## src/rtl/axi_dma_burst_splitter.sv

```systemverilog
`default_nettype none
// ============================================================================
// Module   : axi_dma_burst_splitter
// Purpose  : Breaks one DMA transfer command (start address, byte length,
//            beat size, burst type) into a sequence of legal AXI4 burst
//            descriptors. Each burst is limited by MAX_BURST_LEN, by the
//            BOUNDARY crossing rule (INCR only), by an unaligned start and
//            by narrow beat sizes.
// Ports    : clk, rst_n                 - clock, async active-low reset
//            cmd_valid/ready/addr/len/size/burst - transfer command in
//            burst_valid/ready/addr/len/size/burst/bytes/last - descriptor out
//            done, err                  - end-of-command pulses
// Revision : 1.0 - initial release
// ============================================================================
module axi_dma_burst_splitter #(
    parameter int ADDR_WD       = 32,
    parameter int DATA_WD       = 32,
    parameter int LEN_WD        = 32,
    parameter int MAX_BURST_LEN = 16,
    parameter int BOUNDARY      = 4096
) (
    input  logic               clk,
    input  logic               rst_n,
    input  logic               cmd_valid,
    output logic               cmd_ready,
    input  logic [ADDR_WD-1:0] cmd_addr,
    input  logic [LEN_WD-1:0]  cmd_len,
    input  logic [2:0]         cmd_size,
    input  logic [1:0]         cmd_burst,
    output logic               burst_valid,
    input  logic               burst_ready,
    output logic [ADDR_WD-1:0] burst_addr,
    output logic [7:0]         burst_len,
    output logic [2:0]         burst_size,
    output logic [1:0]         burst_burst,
    output logic [LEN_WD-1:0]  burst_bytes,
    output logic               burst_last,
    output logic               done,
    output logic               err
);

    localparam int       c_XW        = LEN_WD + 1;
    localparam int       c_MAX_SIZE  = $clog2(DATA_WD / 8);
    localparam int       c_FIXED_CAP = 16;
    localparam logic [1:0] c_INCR    = 2'd1;

    typedef enum logic [1:0] {
        S_IDLE = 2'd0,
        S_CALC = 2'd1,
        S_EMIT = 2'd2
    } state_t;

    state_t r_state, w_state_nxt;

    logic [ADDR_WD-1:0] r_addr, r_adv, r_baddr;
    logic [LEN_WD-1:0]  r_rem, r_bbytes;
    logic [2:0]         r_size;
    logic [1:0]         r_burst;
    logic [7:0]         r_blen;
    logic               r_blast, r_done, r_err;

    logic               w_cmd_hs, w_bad;
    logic [c_XW-1:0]    w_beat, w_off, w_sum, w_need, w_bnd, w_n, w_span, w_bytes;
    logic [ADDR_WD-1:0] w_al;

    assign w_cmd_hs = cmd_valid && cmd_ready;
    // WRAP (2) and reserved (3) both have bit 1 set.
    assign w_bad    = (cmd_size > 3'(c_MAX_SIZE)) || cmd_burst[1];

    // Burst sizing for the current residual (r_addr, r_rem).
    always_comb begin
        w_beat = c_XW'(1) << r_size;
        w_off  = c_XW'(r_addr & ADDR_WD'(w_beat - c_XW'(1)));
        w_al   = r_addr - ADDR_WD'(w_off);
        w_sum  = w_off + c_XW'(r_rem);
        // ceil without an add that could overflow the intermediate width
        w_need = (w_sum >> r_size) + c_XW'(|(w_sum & (w_beat - c_XW'(1))));
        w_bnd  = (c_XW'(BOUNDARY) - c_XW'(w_al & ADDR_WD'(BOUNDARY - 1))) >> r_size;
        if (r_burst == c_INCR) begin
            w_n = (w_need < c_XW'(MAX_BURST_LEN)) ? w_need : c_XW'(MAX_BURST_LEN);
            if (w_bnd < w_n) begin
                w_n = w_bnd;
            end
        end else begin
            w_n = (w_need < c_XW'(c_FIXED_CAP)) ? w_need : c_XW'(c_FIXED_CAP);
        end
        w_span  = w_n << r_size;
        w_bytes = ((w_span - w_off) < c_XW'(r_rem)) ? (w_span - w_off) : c_XW'(r_rem);
    end

    always_ff @(posedge clk or negedge rst_n) begin
        if (!rst_n) begin
            r_state <= S_IDLE;
        end else begin
            r_state <= w_state_nxt;
        end
    end

    always_comb begin
        w_state_nxt = r_state;
        // No new command during the done cycle: leaves one idle cycle.
        cmd_ready   = 1'b0;
        burst_valid = 1'b0;
        case (r_state)
            S_IDLE: begin
                cmd_ready = !r_done;
                if (w_cmd_hs && (cmd_len != '0) && !w_bad) begin
                    w_state_nxt = S_CALC;
                end
            end
            S_CALC: begin
                w_state_nxt = S_EMIT;
            end
            S_EMIT: begin
                burst_valid = 1'b1;
                if (burst_ready) begin
                    w_state_nxt = r_blast ? S_IDLE : S_CALC;
                end
            end
            default: begin
                w_state_nxt = S_IDLE;
            end
        endcase
    end

    always_ff @(posedge clk or negedge rst_n) begin
        if (!rst_n) begin
            r_addr   <= '0;
            r_adv    <= '0;
            r_baddr  <= '0;
            r_rem    <= '0;
            r_bbytes <= '0;
            r_size   <= '0;
            r_burst  <= '0;
            r_blen   <= '0;
            r_blast  <= 1'b0;
            r_done   <= 1'b0;
            r_err    <= 1'b0;
        end else begin
            r_done <= 1'b0;
            r_err  <= 1'b0;
            case (r_state)
                S_IDLE: begin
                    if (w_cmd_hs) begin
                        r_addr  <= cmd_addr;
                        r_rem   <= cmd_len;
                        r_size  <= cmd_size;
                        r_burst <= cmd_burst;
                        if (cmd_len == '0) begin
                            r_done <= 1'b1;
                        end else if (w_bad) begin
                            r_done <= 1'b1;
                            r_err  <= 1'b1;
                        end
                    end
                end
                S_CALC: begin
                    r_baddr  <= r_addr;
                    r_blen   <= 8'(w_n - c_XW'(1));
                    r_bbytes <= LEN_WD'(w_bytes);
                    r_blast  <= (c_XW'(r_rem) == w_bytes);
                    r_adv    <= w_al + ADDR_WD'(w_span);
                end
                S_EMIT: begin
                    if (burst_ready) begin
                        r_rem <= r_rem - r_bbytes;
                        // FIXED bursts keep hitting the same address.
                        if (r_burst == c_INCR) begin
                            r_addr <= r_adv;
                        end
                        if (r_blast) begin
                            r_done <= 1'b1;
                        end
                    end
                end
                default: ;
            endcase
        end
    end

    assign burst_addr  = r_baddr;
    assign burst_len   = r_blen;
    assign burst_size  = r_size;
    assign burst_burst = r_burst;
    assign burst_bytes = r_bbytes;
    assign burst_last  = r_blast;
    assign done        = r_done;
    assign err         = r_err;

endmodule
`default_nettype wire
```

## config.mk

```make
export PLATFORM = sky130hd
export DESIGN_NAME = axi_dma_burst_splitter
export DESIGN_NICKNAME = d
export VERILOG_FILES = /design/src/rtl/axi_dma_burst_splitter.sv
export SDC_FILE = /design/constraint.sdc
export NUM_CORES = 1
export LEC_CHECK = 0
export CELL_PAD_IN_SITES_DETAIL_PLACEMENT = 0
export CELL_PAD_IN_SITES_GLOBAL_PLACEMENT = 1
export CORE_ASPECT_RATIO = 1.25
export CORE_MARGIN = 4
export CORE_UTILIZATION = 24
export CTS_BUF_LIST = sky130_fd_sc_hd__clkbuf_8 sky130_fd_sc_hd__clkbuf_16
export CTS_CLUSTER_SIZE = 20
export DETAILED_ROUTE_END_ITERATION = 8
export GPL_TIMING_DRIVEN = 0
export PLACE_DENSITY = 0.62
export SKIP_CTS_REPAIR_TIMING = 1
export SLEW_MARGIN = 20
export SYNTH_ARGS = -nofsm -noshare
export SYNTH_HDL_FRONTEND = slang
export SYNTH_SLANG_ARGS = --single-unit
```

## constraint.sdc

```tcl
create_clock -name clk -period 14.4 [get_ports clk]
set_input_delay 1.44 -clock clk [delete_from_list [all_inputs] [get_ports clk]]
set_output_delay 1.44 -clock clk [all_outputs]
set_load 0.1 [all_outputs]
```

* Word level (Yosys, flattened, before mapping)
Cells that the tools add are included.
Storage, ports and cells: output and inout bits 82, input bits 73, logic and storage cells 80, ROM bits 0, memories 0, bits in latches 0, RAM bits 0, register bits after elaboration 178
Operators by class: bitwise logic cells 2, shift-type cells 4, divide/modulo/power cells 0, add/sub/neg operators 9, reduce and logical (&&, ||, !) cells 15, order comparisons 4, eq/ne operators 8, $mul 0, multiplexer cells 26
Operator list (count):
- $mux 32 | 5
- $mux 33 | 4
- $pmux 32 s2 | 2
- $shr 33x3->33 | 2
- $sub 32x32->32 | 2
- $add 32x32->33 | 1
- $add 33x1->33 | 1
- $and 33x33->33 | 1
- $eq 32x33->1 | 1
- $lt 33x32->1 | 1
- $lt 33x33->1 | 1
- $lt 33x5->1 const B | 1
- $reduce_or 33->1 | 1
- $shl 1x3->33 const A | 1
- $shl 33x3->33 | 1
- $sub 33x1->33 const B | 1
- $sub 33x32->33 | 1
- $add 32x32->32 | 1
- $and 32x32->32 | 1
- $logic_not 32->1 | 1
- $reduce_bool 32->1 | 1
- $sub 13x12->14 const A | 1
- $mux 1 | 11
- $ne 2x2->1 const B | 4
- 15 further kinds | 21

* Depth between registers and ports, before layout
Gate-level depths: netlist (run 1).
depth after elaboration 17, mapped depth 92, depth with buffers taken out 82

* Least setup slack after synthesis (run 1)
Ideal clock, no wire load.
path kind reg-to-reg, from reg r_size[2], in the netlist burst_size[2], to reg r_bbytes[10], in the netlist burst_bytes[10], required time 14.268 ns, path slack -2.200 ns, clock period less this slack 16.600 ns, arrival 16.468 ns, library setup time 0.132 ns, path buffers 14, stages on the path, launching flop included 90, cells stage by stage dfrtp_1 > clkbuf_1 > clkbuf_1 > clkbuf_1 > clkbuf_1 > clkbuf_1 > buf_1 > clkbuf_1 > clkbuf_1 > clkbuf_1 > nand3_1 > inv_1 > ha_1 > buf_4 > a21o_2 > a21o_1 > o2111ai_1 > a21oi_1 > (+54 left out) > o21ai_0 > nand2b_1 > a21oi_1 > nor2b_1 > o21ai_0 > nand2b_1 > a21oi_1 > o31ai_1 > a211oi_1 > nor2_1 > o21ai_0 > a21oi_1 > a211oi_1 > o21ai_0 > a21oi_4 > buf_6 > mux2i_1 > o21ai_1
Between the ends: cells in the longest elaborated chain, start to end 16, elaborated cells between the ends (all ways) 20, those cells by class add/sub: 6; order compare: 3; shift: 4; mux: 4; bitwise: 2; reduce/logical: 1
Ends and longest elaborated chain:
- from (decl) | RTL line 57 | logic [2:0] r_size;
- from (signal assigned) | RTL line 147 | r_size <= cmd_size;
- $shl 1x3->33 | RTL line 72 | w_beat = c_XW'(1) << r_size;
- $sub 33x1->33 | RTL line 77 | w_need = (w_sum >> r_size) + c_XW'(|(w_sum & (w_beat - c_XW'(1))));
- $and 32x32->32 | RTL line 73 | w_off = c_XW'(r_addr & ADDR_WD'(w_beat - c_XW'(1)));
- $add 32x32->33 | RTL line 75 | w_sum = w_off + c_XW'(r_rem);
- $and 33x33->33 | RTL line 77
- $reduce_or 33->1 | RTL line 77
- $add 33x1->33 | RTL line 77
- $lt 33x5->1 | RTL line 80, 85
- $mux 33 | RTL line 80, 85
- $lt 33x33->1 | RTL line 81 | if (w_bnd < w_n) begin
- $mux 33 | RTL line 81
- $mux 33 | RTL line 79 | if (r_burst == c_INCR) begin
- $shl 33x3->33 | RTL line 87 | w_span = w_n << r_size;
- $sub 33x32->33 * | RTL line 88 | w_bytes = ((w_span - w_off) < c_XW'(r_rem)) ? (w_span - w_off) : c_XW'(r_rem);
- $lt 33x32->1 | RTL line 88
- $mux 33 * | RTL line 88
- to (signal assigned) | RTL line 160 | r_bbytes <= LEN_WD'(w_bytes);
- to (decl) | RTL line 56 | logic [LEN_WD-1:0] r_rem, r_bbytes;
Every way passes the cells marked *; elsewhere a longest branch is shown, timed or not. A chain may end at the register's enable or synchronous reset.

* Final worst setup path (run 1)
from reg r_size[2], in the netlist burst_size[2], to reg r_bbytes[20], in the netlist burst_bytes[20]
The elaborated chain is that of the path after synthesis.

==> out/metrics.cfg, run 1 <==
[synthesis]
ys_warn_count=0
ys_seq_area_share_pct=20.9
yosys.cell_types.count=121
synth_top_cell_area_share_pct=20.9
syn_area_per_cell_um2=7.59
synth_area_leaders=dfrtp_1 (21%), ha_1 (10%), nand2_1 (5.9%)
synth-seq-cells=178
syn_area_mm2=0.0213
syn_inst=2810
post-synth-top-area-cell=dfrtp_1
synth_edf_count=0
ys.flop_type=dfrtp_1
async_reset_ff_share_pct=100

[setup_path]
max_stage_delay_ns=0.58
critPathLaunchType=flip-flop
startpoint=burst_size[2]
crit_path_end_kind=flip-flop
r2r-start=burst_size[2]
path_buf_inv=16
crit_top_cell=a21oi_2
cpMaxStageDelayCell=or4_4
required_ns=14.75
cp_top_family=compound AO/OA/AOI/OAI gates
criticalPathCategory=flip-flop to flip-flop
critPathArrivalTime_ns=15.51
r2r_slack_ns=-0.77
crit_fanout=7

[timing]
setup_viol=33
setup_ws_ns=-0.766
fmax_mhz=65.9
fin_crit_sh_pct=105
setup-tns-final_ns=-23.15
grt_setup_unrepaired=true
tightest_slew_ns=1.12
maxSlewHeadroom_pct=24.9
min_period_ns=15.17
drv_slew=0
hold_viol_final=0
fin_worst_skew_ns=0.0223

[routing]
drtIter0Drc=1397
ant_nets=0
vias=22500
drt-wirelength-per-cell_um=21.5
drcViolationCount=0
postRouteWirelength_mm=93.2
drtPass1Iterations=5
via_per_inst=5.19

[final_layout]
drive_above_1_share_pct=14.3
area_growth_pct=28.2
diodes=0
fin_nets=3405

[placement]
port_buffers=154
gp_congestion=0.917
place_hpwl_mm=75.0

[clock_network]
cts_buffers=17
cts_tree=yes
clk_latency_ns=0.48
cts_max_path_buffers=2
clock_sinks=178
root_buffer=clkbuf_16
cts.clk_slew.worst_paths_ns=0.08
htreeDepth=4

[die]
die_h_um=341
ios=155
dieArea_mm2=0.0937
fp.dieW_um=275
initial_core_util_pct=24.3
rows=121
core-area_mm2=0.0877

[global_routing]
grt_antenna_before_repair=1
grt_pass1_vias=22100
grt_start_max_net_pins=89
overflow=0
track_usage_pct=19.2
grt_pass1_wl_mm=139

[outcome]
outcome=finished with violations
violations=negative setup slack

[flow_run]
drv_cap=0

[hold_path]
worstHoldStart=r_adv[24]
hold_class=flip-flop to flip-flop

## cells in the mapped netlist, types with 13 or more instances
cell      number
nand2_1      334
a21oi_1      212
nor2_1       206
o21ai_0      188
dfrtp_1      178
ha_1         171
inv_1        153
clkbuf_1     124
xnor2_1       96
nor3_1        82
mux2i_1       68
a21o_1        64
nand3_1       60
a31oi_1       57
a211oi_1      47
xor2_1        47
o21ai_1       41
mux2_2        40
nand2b_1      36
nor2b_1       34
nand4_1       33
nor4_1        28
o21a_1        24
or3_1         24
and3_1        23
o211ai_1      22
buf_2         21
and2_1        20
o21bai_1      17
a21boi_0      15
buf_1         14
o22ai_1       14
o31ai_1       13
## cell type report
class,count,area (um^2)
flip-flops and latches,178,4460
well taps,1168,1460
repair buffers,250,2390
inverters,155,582
plain buffers,160,915
fillers,9513,60300
clock buffers,17,425
clock inverters,15,151
multi-input cells,2395,17000
## cell families (layout without fill, tap and decap cells)
family          Yosys count  after routing  share of synthesized area, %
buf+inv                 323            597                          6.06
mux                     116            116                          6.07
compound gates          916            916                          28.7
flops                   178            178                          20.9
other cells               2             88                        0.0352
fa+ha+maj               180            180                          10.7
simple gates            950            950                          21.5
xor+xnor                145            145                          6.13
## flip-flops by register name, indices dropped and copies added, names as in the netlist
name / cells
burst_addr: 32
burst_burst: 2
r_addr: 32
burst_len: 8
done: 1
err: 1
burst_size: 3
r_state: 2
r_adv: 32
burst_last: 1
r_rem: 32
burst_bytes: 32
## path summary, 6_finish.rpt
check	to	cells past startpoint
max in group asynchronous	r_addr[10]	3
worst min register to register	r_adv[24]	2
min in group asynchronous	burst_bytes[23]	1
worst max register to register	burst_bytes[20]	89
worst max-delay path	burst_bytes[20]	89
worst min-delay path	r_adv[24]	2
## worst reg2reg max path: cells and delay by family (launching register included)
family                     cells  cell delay, ns
AOI/OAI and AO/OA             38            6.44
xor gates and xnor gates       3            0.50
adders and majority gates      7            1.67
buffers and inverters         16            2.16
DFF                            1            0.55
muxes                          1            0.24
and+or+nand+nor               24            3.51
## routing by layer
| metal | global-route usage [%] | wire length, um | vias to the layer above |
|---|---|---|---|
| li1 | - | - | 10900 |
| met2 | 34.5 | 46800 | 543 |
| met5 | 0 | 0 | - |
| met4 | 7.25 | 3740 | 0 |
| met3 | 1.48 | 2850 | 155 |
| met1 | 23.7 | 39800 | 10900 |
## through the flow
step                      cells  utilization [%]  hold WS, ns  setup WS, ns  instance area [um^2]
after global placement     4218             28.3        0.462         -4.99                 24800
after global routing       4338             31.2        0.512         -1.42                 27300
after CTS                  4252             29.1        0.489         -4.40                 25500
after floorplan            2896                -        0.450       0.00928                 21800
final                      4338             31.2        0.487        -0.766                 27300
after detailed placement   4220             28.4        0.470         -4.30                 24900
## cell usage in the layout, fill, tap and decap left out, types with 15 or more instances in the layout
cell and count:
xor2_1 43, nand2_1 320, xnor2_1 91, mux2_2 40, mux2i_4 15, a21oi_2 22, nand4_1 33, and2_1 20
clkdlybuf4s50_1 153, nor2b_1 31, mux2i_1 45, ha_1 162, o21bai_1 17, inv_1 146, clkbuf_16 21, nand2b_1 35
o21a_1 24, a31oi_1 56, or3_1 22, o21ai_1 46, nor4_1 23, and3_1 23, o211ai_1 22, o21ai_0 172
a211oi_1 46, nor2_1 198, clkbuf_1 100, conb_1 88, buf_4 91, a21o_1 63, nor3_1 77, buf_2 18
dfrtp_1 175, nand3_1 56, a21oi_1 186
Power of run 1 is left out: the tool's default activity adds up to more than one toggle a clock period on the data nets, which glitch-free logic cannot reach.
==> run 2, diff against run 1 <==
Settings changed: SLEW_MARGIN 20 to default.
==> run 2 against run 1 <==
  * The flow still finishes with violations (negative setup slack)
  * Count of clock-buffer cells in the layout increased by 2
  * Via count grew 0.14%
  * Clock skew down 0.0011 ns
  * Design area about the same
  * Worst setup slack worse by 0.059 ns
  * Core utilization about the same
==> out/metrics.cfg, run 2 (same netlist as run 1, synthesis figures left out) <==
[timing]
min_period_ns=15.22  ; was 15.17 ns
setup_ws_ns=-0.825  ; was -0.766 ns
grt_setup_unrepaired=true  ; unchanged
fmax_mhz=65.7  ; was 65.9 MHz
fin_crit_sh_pct=106  ; was 105%
hold_viol_final=0  ; unchanged
drv_slew=0  ; unchanged
maxSlewHeadroom_pct=9.22  ; was 24.9%
setup_viol=33  ; unchanged
tightest_slew_ns=1.36  ; was 1.12 ns
fin_worst_skew_ns=0.0212  ; was 0.0223 ns

[placement]
gp_congestion=0.917  ; unchanged
port_buffers=154  ; unchanged
dpl.cell_count=4219  ; was 4220
place_hpwl_mm=75.1  ; was 75.0 mm

[setup_path]
cpMaxStageDelayCell=or4_4  ; unchanged
max_stage_delay_ns=0.58  ; about the same
critPathArrivalTime_ns=15.57  ; was 15.51 ns
reg2reg_depth=89  ; unchanged
critPathLaunchType=flip-flop  ; unchanged
crit_fanout=8  ; was 7
criticalPathCategory=flip-flop to flip-flop  ; unchanged
required_ns=14.75  ; about the same
crit_path_end_kind=flip-flop  ; unchanged

[final_layout]
utilization_pct=31.2  ; about the same
stdcell_count=4323  ; was 4338
fillers=9541  ; was 9513
fin_nets=3390  ; was 3405
diodes=0  ; unchanged
drive_above_1_share_pct=14.1  ; was 14.3%
final_common_cell=nand2_1  ; unchanged
layout_common_cells=nand2_1 (321), nor2_1 (196), a21oi_1 (186), dfrtp_1 (175), o21ai_0 (170)  ; was nand2_1 (320), nor2_1 (198), a21oi_1 (186), dfrtp_1 (175), o21ai_0 (172)
regArea_mm2=0.00446  ; unchanged
multi_input_area_mm2=0.0171  ; was 0.0170 mm^2
area_growth_pct=28.2  ; about the same

[routing]
postRouteWirelength_mm=93.1  ; was 93.2 mm
drtIter0Drc=1522  ; was 1397
drcViolationCount=0  ; unchanged
drtPass1Iterations=5  ; unchanged
vias=22500  ; about the same
drt-wirelength-per-cell_um=21.5  ; about the same
via_per_inst=5.21  ; was 5.19
ant_nets=0  ; unchanged

[global_routing]
overflow=0  ; unchanged
grt_util_met1_pct=23.6  ; was 23.7%
grt_start_max_net_pins=95  ; was 89
grt_antenna_before_repair=2  ; was 1
use_met3_pct=1.64  ; was 1.48%
grt_pass1_vias=22200  ; was 22.1k
grt_pass1_wl_mm=139  ; about the same
track_usage_pct=19.2  ; about the same
grt_busiest_layer=met2  ; unchanged
gr-usage-met2_pct=34.6  ; was 34.5%

[clock_network]
cts_buffers=17  ; unchanged
htreeDepth=4  ; unchanged
clk_latency_ns=0.48  ; about the same
cts_max_path_buffers=2  ; unchanged
root_buffer=clkbuf_16  ; unchanged
cts_tree=yes  ; unchanged
clock_sinks=178  ; unchanged
cts.clk_slew.worst_paths_ns=0.08  ; about the same

[hold_path]
hold_class=flip-flop to flip-flop  ; unchanged
hold_depth=2  ; unchanged

[die]
dieArea_mm2=0.0937  ; unchanged
rows=121  ; unchanged
core-area_mm2=0.0877  ; unchanged
fp.dieW_um=275  ; unchanged
die_h_um=341  ; unchanged
initial_core_util_pct=24.3  ; unchanged
ios=155  ; unchanged

[outcome]
outcome=finished with violations  ; unchanged
violations=negative setup slack  ; unchanged

[flow_run]
drv_cap=0  ; unchanged

-- run 2: cell types whose count changed in the layout (fill, tap and decap cells not counted), sizes merged --
cell / previous run / this run
clkinv: 8 / 6
buf: 144 / 130
clkbuf: 130 / 131
-- run 2: routing by layer --
metal | up-vias | share of wire (%) | wire length [um]
met1 | 11000 | 42 | 39000
met4 | 2 | 3.7 | 3460
met5 | - | 0.0086 | 8
met2 | 526 | 51 | 47500
met3 | 140 | 3.4 | 3190
li1 | 10900 | - | -
-- run 2: cell type report --
class | count | share of cell area, %
Tap cell | 1168 | 5.35
Inverter | 155 | 2.13
Clock buffer | 19 | 1.66
Clock inverter | 13 | 0.495
Timing Repair Buffer | 234 | 8.17
Buffer | 161 | 3.37
Sequential cell | 178 | 16.3
Multi-Input combinational cell | 2395 | 62.5
-- run 2: per-stage QoR --
stage / setup WS (ns) / hold WS, ns / TNS [ns] / instance area, um^2
6_report: -0.825 / 0.487 / -24.96 / 27300
5_1_grt: -1.44 / 0.513 / -45.57 / 27300
4_1_cts: -4.90 / 0.488 / -186.47 / 25500
3_5_place_dp: -4.59 / 0.470 / -169.96 / 24900
3_3_place_gp: -4.99 / 0.462 / -188.94 / 24800
2_1_floorplan: 0.00928 / 0.450 / 0 / 21800
-- run 2: worst max-delay path, delay by kind of cell (launching register included) --
family | cells | cell delay (ns)
AO/OA/AOI/OAI | 39 | 6.34
flip-flops | 1 | 0.57
AND/OR/NAND/NOR | 23 | 3.69
buffers and inverters | 17 | 2.28
adder cells (fa/ha/maj) | 7 | 1.59
XOR/XNOR | 2 | 0.33
multiplexers | 1 | 0.23
-- run 2: worst paths after layout --
check	slack, ns	start	end
min reg2reg	0.49	r_adv[24]	r_adv[24]
max in group asynchronous	12.40	rst_n	burst_addr[17]
min	0.49	r_adv[24]	r_adv[24]
max reg2reg	-0.82	burst_size[2]	burst_bytes[18]
min in group asynchronous	0.97	rst_n	burst_bytes[18]
max	-0.82	burst_size[2]	burst_bytes[18]
Power of run 2 is left out for the same reason.
==> run 3, diff against run 2 <==
Settings changed: CAP_MARGIN from default to 20, TNS_END_PERCENT from default to 100.
==> run 3 against run 2 <==
  * The run still ends with negative setup slack left
  * Hold slack got worse by 0.0019 ns
  * Core utilization rose by 0.15 points
  * Register-to-register slack improved by 0.07 ns
  * Worst setup slack improved by 0.067 ns
  * Maximum frequency rose by 0.44%
  * Clock skew fell by 0.0022 ns
  * Sequential cell count did not move
  * Final cell count rose by 0.12%
  * Routed wire length barely moved
  * Global-route usage fell by 0.12 points
  * Critical endpoint unchanged
  * Highest routed layer is now met4
==> out/metrics.cfg, run 3 (same netlist as run 1, synthesis figures left out) <==
[global_routing]
track_usage_pct=19.1  ; was 19.2%
grt_pass1_wl_mm=138  ; was 139 mm
grt_pass1_vias=22100  ; was 22.2k
grt_antenna_before_repair=4  ; was 2
grt_start_max_net_pins=95  ; unchanged
overflow=0  ; unchanged

[setup_path]
r2r_slack_ns=-0.76  ; was -0.82 ns
crit_path_end_kind=flip-flop  ; unchanged
crit_fanout=8  ; unchanged
reg2reg_depth=86  ; was 89
startpoint=burst_size[2]  ; unchanged
criticalPathCategory=flip-flop to flip-flop  ; unchanged
crit_top_cell=a21oi_2
critPathArrivalTime_ns=15.50  ; was 15.57 ns
rr_endpoint=burst_bytes[18]  ; unchanged
critPathLaunchType=flip-flop  ; unchanged
cpMaxStageDelayCell=dfrtp_4  ; was or4_4
required_ns=14.74  ; was 14.75 ns
r2r-start=burst_size[2]  ; unchanged
max_stage_delay_ns=0.55  ; was 0.58 ns

[outcome]
outcome=finished with violations  ; unchanged
violations=negative setup slack  ; unchanged

[final_layout]
utilization_pct=31.3  ; was 31.2%
diodes=0  ; unchanged
area_growth_pct=28.8  ; was 28.2%
final_common_cell=nand2_1  ; unchanged
layout_common_cells=nand2_1 (318), nor2_1 (196), a21oi_1 (187), dfrtp_1 (175), o21ai_0 (170)  ; was nand2_1 (321), nor2_1 (196), a21oi_1 (186), dfrtp_1 (175), o21ai_0 (170)
regArea_mm2=0.00446  ; unchanged
fin_nets=3395  ; was 3390
drive_above_1_share_pct=14.5  ; was 14.1%
fillers=9548  ; was 9541
multi_input_area_mm2=0.0171  ; about the same

[routing]
drcViolationCount=0  ; unchanged
ant_nets=0  ; unchanged
vias=22600  ; was 22.5k
via_per_inst=5.23  ; was 5.21
drtIter0Drc=1510  ; was 1522
drtPass1Iterations=6  ; was 5
drt-wirelength-per-cell_um=21.5  ; about the same
postRouteWirelength_mm=93.0  ; was 93.1 mm

[die]
fp.dieW_um=275  ; unchanged
core-area_mm2=0.0877  ; unchanged
rows=121  ; unchanged
die_h_um=341  ; unchanged
dieArea_mm2=0.0937  ; unchanged
initial_core_util_pct=24.3  ; unchanged
ios=155  ; unchanged

[clock_network]
cts.clk_slew.worst_paths_ns=0.09  ; was 0.08 ns
root_buffer=clkbuf_16  ; unchanged
cts_max_path_buffers=2  ; unchanged
clock_sinks=178  ; unchanged
cts_buffers=17  ; unchanged
clk_latency_ns=0.47  ; was 0.48 ns
htreeDepth=4  ; unchanged
cts_tree=yes  ; unchanged

[hold_path]
hold_class=flip-flop to flip-flop  ; unchanged
min_to=burst_len[2]  ; was r_adv[24]
worstHoldStart=burst_len[2]  ; was r_adv[24]
hold_depth=2  ; unchanged

[timing]
fmax_mhz=66.0  ; was 65.7 MHz
setup-tns-final_ns=-22.89  ; was -24.96 ns
setup_viol=33  ; unchanged
maxSlewHeadroom_pct=22.5  ; was 9.22%
grt_setup_unrepaired=true  ; unchanged
fin_crit_sh_pct=105  ; was 106%
drv_slew=0  ; unchanged
min_period_ns=15.16  ; was 15.22 ns
hold_viol_final=0  ; unchanged
fin_hold_ws_ns=0.485  ; was 0.487 ns
tightest_slew_ns=1.16  ; was 1.36 ns
fin_worst_skew_ns=0.0190  ; was 0.0212 ns
setup_ws_ns=-0.757  ; was -0.825 ns

[placement]
gp_congestion=0.917  ; unchanged
post-place-ws_ns=-4.26  ; was -4.59 ns
place_hpwl_mm=75.2  ; was 75.1 mm
port_buffers=154  ; unchanged

[flow_run]
drv_cap=0  ; unchanged

## run 3: metal layers
metal | global-route usage, % | part of all wire [%] | vias up
met2 | 34.4 | 50 | 603
met1 | 23.6 | 42 | 10900
met5 | 0 | 0 | -
met4 | 7.56 | 4.0 | 0
li1 | - | - | 10900
met3 | 1.25 | 3.4 | 168
## run 3: worst max path at each step
| stage | slack (ns) | to | depth (start not counted) |
|---|---|---|---|
| after floorplan | 0.009 | burst_bytes[10] | 89 |
| after global placement | -4.99 | burst_bytes[10] | 80 |
| after detailed placement | -4.26 | burst_bytes[10] | 81 |
| after CTS | -4.39 | burst_bytes[10] | 81 |
| after global routing | -1.37 | burst_bytes[18] | 80 |
| final | -0.76 | burst_bytes[18] | 86 |
## run 3: layout make-up
cell class | count | area share [%]
clock buffer | 17 | 1.55
buffer | 160 | 3.36
clock inverter | 15 | 0.693
multi-input combinational | 2395 | 62.4
tap | 1168 | 5.32
inverter | 155 | 2.12
timing repair buffer | 240 | 8.33
sequential | 178 | 16.2
## run 3: critical path: cells and delay by family, from the launching register on
kind,cells,cell delay (ns)
and+or+nand+nor,24,3.68
DFF,1,0.55
adders and majority gates,7,1.64
xor gates and xnor gates,1,0.16
muxes,1,0.23
buffers and inverters,14,1.81
AOI/OAI and AO/OA,39,6.87
## run 3: metrics by stage
stage               instances  instance area (um^2)
floorplan                2896                 21800
global placement         4218                 24800
detailed placement       4223                 24900
CTS                      4255                 25500
global route             4328                 27500
finish                   4328                 27500
Power of run 3 is left out for the same reason.
==> patch 1 (flow settings as in run 1) <==
The parameter `LEN_WD` goes from 32 to 16.
--- a/src/rtl/axi_dma_burst_splitter.sv
+++ b/src/rtl/axi_dma_burst_splitter.sv
@@ -15,7 +15,7 @@
 module axi_dma_burst_splitter #(
     parameter int ADDR_WD       = 32,
     parameter int DATA_WD       = 32,
-    parameter int LEN_WD        = 32,
+    parameter int LEN_WD        = 16,
     parameter int MAX_BURST_LEN = 16,
     parameter int BOUNDARY      = 4096
 ) (
Interface: changed (resized burst_bytes and cmd_len); port bits go from 155 to 123. The function was not compared with the original's and may differ.
==> patch 1 against run 1 <==
Wire length shrank 38%; synthesized cell count shrank 34%; sequential share of layout area is 3.9 points higher; largest cell class unchanged; final area down 34%; highest routed layer unchanged; setup slack gained 1.2 ns; critical path depth shrank 22; sequential cell count is 32 lower; cell count shrank 35%; area after synthesis fell by 32%.
Power is left out: the tool's default activity adds up to more than one toggle a clock period on the data nets, which glitch-free logic cannot reach.
==> patch 1: results <==
[placement]
dpl_cell_area_um2 = 16800
io_buffers = 122
gp_congestion = 0.901
pre_cts_ws_ns = -2.08

[critical_path]
crit_required_ns = 14.73
r2r-end = burst_last$_DFFE_PN0N_
critPathMaxFanout = 10
crit_slowest_cell = or4_1
critPathTopFamily = compound AO/OA/AOI/OAI gates
slowest_delay_ns = 0.56
rrSetupSlack_ns = 0.46
rr_worst_depth = 67

[yosys]
ys_seq_area_share_pct = 25.2
yosysWarnings = 0
async_flop_share_pct = 100
synth_common_cells = nand2_1 (333), nor2_1 (153), dfrtp_1 (146)

[detailed_routing]
avgRoutedWirePerCell_um = 20.4
drt_iter0_drc = 904
viasPerCell = 5.14
firstDrtPassIters = 6

[min_path]
min_to = r_adv[8]$_DFFE_PN0N_
hold_path_startpoint = r_adv[8]$_DFFE_PN0N_

[global_route]
grt_usage_pct = 17.3
grt_pass1_wl_mm = 87.9
antenna_found_initial = 0

[cts]
clock_latency_ns = 0.46

[sta]
worst_slew_margin_rel_pct = 27.4
finalClockSkew_ns = 0.0190

[final_layout]
nNetsFinal = 2195
fill_cells = 6333
drive_above_1_share_pct = 12.9
diodes = 0

[run_status]
status = finished, final reports clean
[patch 1: per-layer routing]
layer	vias up	part of all wire [%]	GRT usage, %
met5	-	0	0
met4	0	3.1	5.34
met3	78	3.2	1.98
met2	334	51	32.1
met1	7053	43	21.0
li1	7004	-	-
[patch 1: metrics by stage]
step                hold WS, ns  util [%]  cells  TNS, ns
floorplan                 0.439         -   1868        0
global placement          0.454      28.1   2755   -33.35
detailed placement        0.457      28.1   2756   -34.18
CTS                       0.474      29.2   2788   -35.97
global route              0.485      30.3   2817   -0.718
finish                    0.471      30.3   2817        0
[patch 1: area by class of cell]
type,instances,area (um2),share of cell area (%)
Sequential cell,146,3650,20.2
Timing Repair Buffer,152,1480,8.21
Tap cell,765,957,5.30
Inverter,89,338,1.87
Buffer,101,637,3.52
Multi-Input combinational cell,1532,10400,57.5
Clock buffer,18,439,2.43
Clock inverter,14,171,0.949
[patch 1: how the worst max path moves through the flow]
stage | slack, ns | endpoint | depth (start not counted)
floorplan | 0.84 | burst_last$_DFFE_PN0N_ | 71
global placement | -2.03 | burst_last$_DFFE_PN0N_ | 71
detailed placement | -2.08 | burst_last$_DFFE_PN0N_ | 71
CTS | -2.19 | burst_last$_DFFE_PN0N_ | 71
global route | -0.09 | burst_last$_DFFE_PN0N_ | 71
finish | 0.46 | burst_last$_DFFE_PN0N_ | 67
[patch 1: cells by family (layout without fill, tap and decap cells)]
| logic type | after synthesis | count (layout) | share of synthesized area (%) |
|---|---|---|---|
| AND/OR/NAND/NOR | 758 | 758 | 25.0 |
| multiplexers | 30 | 30 | 2.63 |
| buffers and inverters | 191 | 374 | 6.54 |
| AO/OA/AOI/OAI | 528 | 529 | 25.9 |
| XOR/XNOR | 94 | 94 | 5.98 |
| adder cells (fa/ha/maj) | 99 | 99 | 8.74 |
| flip-flops | 146 | 146 | 25.2 |
| other | 2 | 22 | 0.0518 |
[patch 1: worst min-delay path: cells and delay by family, from the launching register on]
| kind | cells | cell delay [ns] |
|---|---|---|
| DFF | 1 | 0.35 |
| and+or+nand+nor | 2 | 0.10 |
==> patch 2 (settings of run 1) <==
Without the edit above. The 3 states of `state_t` get a one-hot encoding in 3 bits.
--- a/src/rtl/axi_dma_burst_splitter.sv
+++ b/src/rtl/axi_dma_burst_splitter.sv
@@ -44,10 +44,10 @@
     localparam int       c_FIXED_CAP = 16;
     localparam logic [1:0] c_INCR    = 2'd1;
 
-    typedef enum logic [1:0] {
-        S_IDLE = 2'd0,
-        S_CALC = 2'd1,
-        S_EMIT = 2'd2
+    typedef enum logic [2:0] {
+        S_IDLE = 3'b001,
+        S_CALC = 3'b010,
+        S_EMIT = 3'b100
     } state_t;
 
     state_t r_state, w_state_nxt;
Behaviour: same outputs for any inputs over 4 cycles, from zero or initial values and one cycle with rst_n low; so few cycles prove little.
==> patch 2 against run 1 <==
The run still ends with setup timing left; setup slack improved by 0.59 ns; sequential cell count increased by 1; wire length increased by 7.6%; non-clock buffer count decreased by 1; final area increased by 2.8%; area after synthesis increased by 2.0%; critical path depth decreased by 14; critical path type unchanged.
==> patch 2: results <==
[cts]
ctsLongestPathBuffers = 2
path_clk_slew_ns = 0.08
cts_buffers = 17
htree_levels = 4
clock_latency_ns = 0.48
root_buffer = clkbuf_16

[global_route]
grt_usage_pct = 19.8
grt_max_degree = 91
antenna_found_initial = 1
grt_pass1_vias = 22900
grt_pass1_wl_mm = 146

[critical_path]
arrival_ns = 14.91
slowest_delay_ns = 0.57
critPathMaxFanout = 8
crit_slowest_cell = mux4_2
critPathTopFamily = compound AO/OA/AOI/OAI gates

[final_layout]
nNetsFinal = 3550
drive_above_1_share_pct = 14.5
final_cell_count_no_fill = 4502
diodes = 0
fill_cells = 9945

[detailed_routing]
avgRoutedWirePerCell_um = 22.3
drt_iter0_drc = 2015
vias = 24000
firstDrtPassIters = 8

[placement]
gp_congestion = 0.946
io_buffers = 154
dpl.hpwl_mm = 79.9
dp_cells = 4387
dpl_cell_area_um2 = 25200

[yosys]
ys_seq_area_share_pct = 20.6
syn-instance-count = 2958
synth_common_cells = nand2_1 (428), nor2_1 (248), a21oi_1 (231)
yosysWarnings = 0
synthTopCellsByArea = dfrtp_1 (20%), ha_1 (9.8%), nand2_1 (7.4%)
yosysUniqueCellTypes = 122
async_flop_share_pct = 100

[min_path]
hold_path.class = flop to flop

[run_status]
violations = setup timing
status = finished with violations

[power_and_ir_drop]
leakagePower_nw = 12.0
peakVddDrop_mv = 0.108

[sta]
setup_viol = 33
worst_slew_pin_slew_ns = 1.13
finalClockSkew_ns = 0.0198
setup_ws_ns = -0.174
[patch 2: routing by layer]
metal / vias up / wire (um) / GRT usage [%]
met4: 2 / 4960 / 8.88
met5: - / 13 / 0
li1: 11400 / - / -
met1: 11700 / 42600 / 24.8
met3: 171 / 3930 / 1.88
met2: 681 / 48800 / 34.7
[patch 2: stage by stage]
step	setup WS (ns)	TNS [ns]	util, %
after floorplan	0.0414	0	-
after global placement	-6.18	-242.36	27.9
after detailed placement	-6.18	-240.90	28.0
after CTS	-6.26	-245.97	28.7
after global routing	-0.603	-18.17	31.3
final	-0.174	-3.39	31.3
[patch 2: cell families after synthesis]
kind of cell	Yosys count	synth area share, %
flops	179	20.6
mux	69	3.71
simple gates	1118	24.3
compound gates	940	28.9
other cells	2	0.0345
fa+ha+maj	179	10.4
buf+inv	334	5.98
xor+xnor	137	6.02
[patch 2: final cells by class]
class / instances / area share (%)
Sequential cell: 179 / 16.0
Clock buffer: 17 / 1.51
Timing Repair Buffer: 242 / 8.31
Tap cell: 1187 / 5.29
Clock inverter: 15 / 0.579
Inverter: 162 / 2.18
Multi-Input combinational cell: 2533 / 62.9
Buffer: 167 / 3.31
[patch 2: worst paths after layout]
kind                                           start                     endpoint  slack (ns)  cells after the start
setup / recovery           burst_size[2]$_DFFE_PN0P_  burst_bytes[16]$_DFFE_PN0P_       -0.17                     75
min in group asynchronous                      rst_n  burst_bytes[21]$_DFFE_PN0P_        0.84                      1
max in group asynchronous                      rst_n        r_adv[18]$_DFFE_PN0P_       12.39                      3
hold reg to reg                r_adv[14]$_DFFE_PN0P_        r_adv[14]$_DFFE_PN0P_        0.48                      2
setup reg to reg           burst_size[2]$_DFFE_PN0P_  burst_bytes[16]$_DFFE_PN0P_       -0.17                     75
hold / removal                 r_adv[14]$_DFFE_PN0P_        r_adv[14]$_DFFE_PN0P_        0.48                      2
[patch 2: where the power goes]
group	switching, mW	internal [mW]	total [mW]
registers	0.246	0.687	0.933
logic	3.65	2.09	5.74
clock network	0.257	0.233	0.490
[patch 2: worst reg2reg max path, delay by kind of cell (launching register included)]
family,cells,cell delay [ns]
AO/OA/AOI/OAI,37,7.17
flip-flops,1,0.56
AND/OR/NAND/NOR,16,2.78
multiplexers,2,0.78
XOR/XNOR,1,0.17
adder cells (fa/ha/maj),4,1.00
buffers and inverters,15,1.98
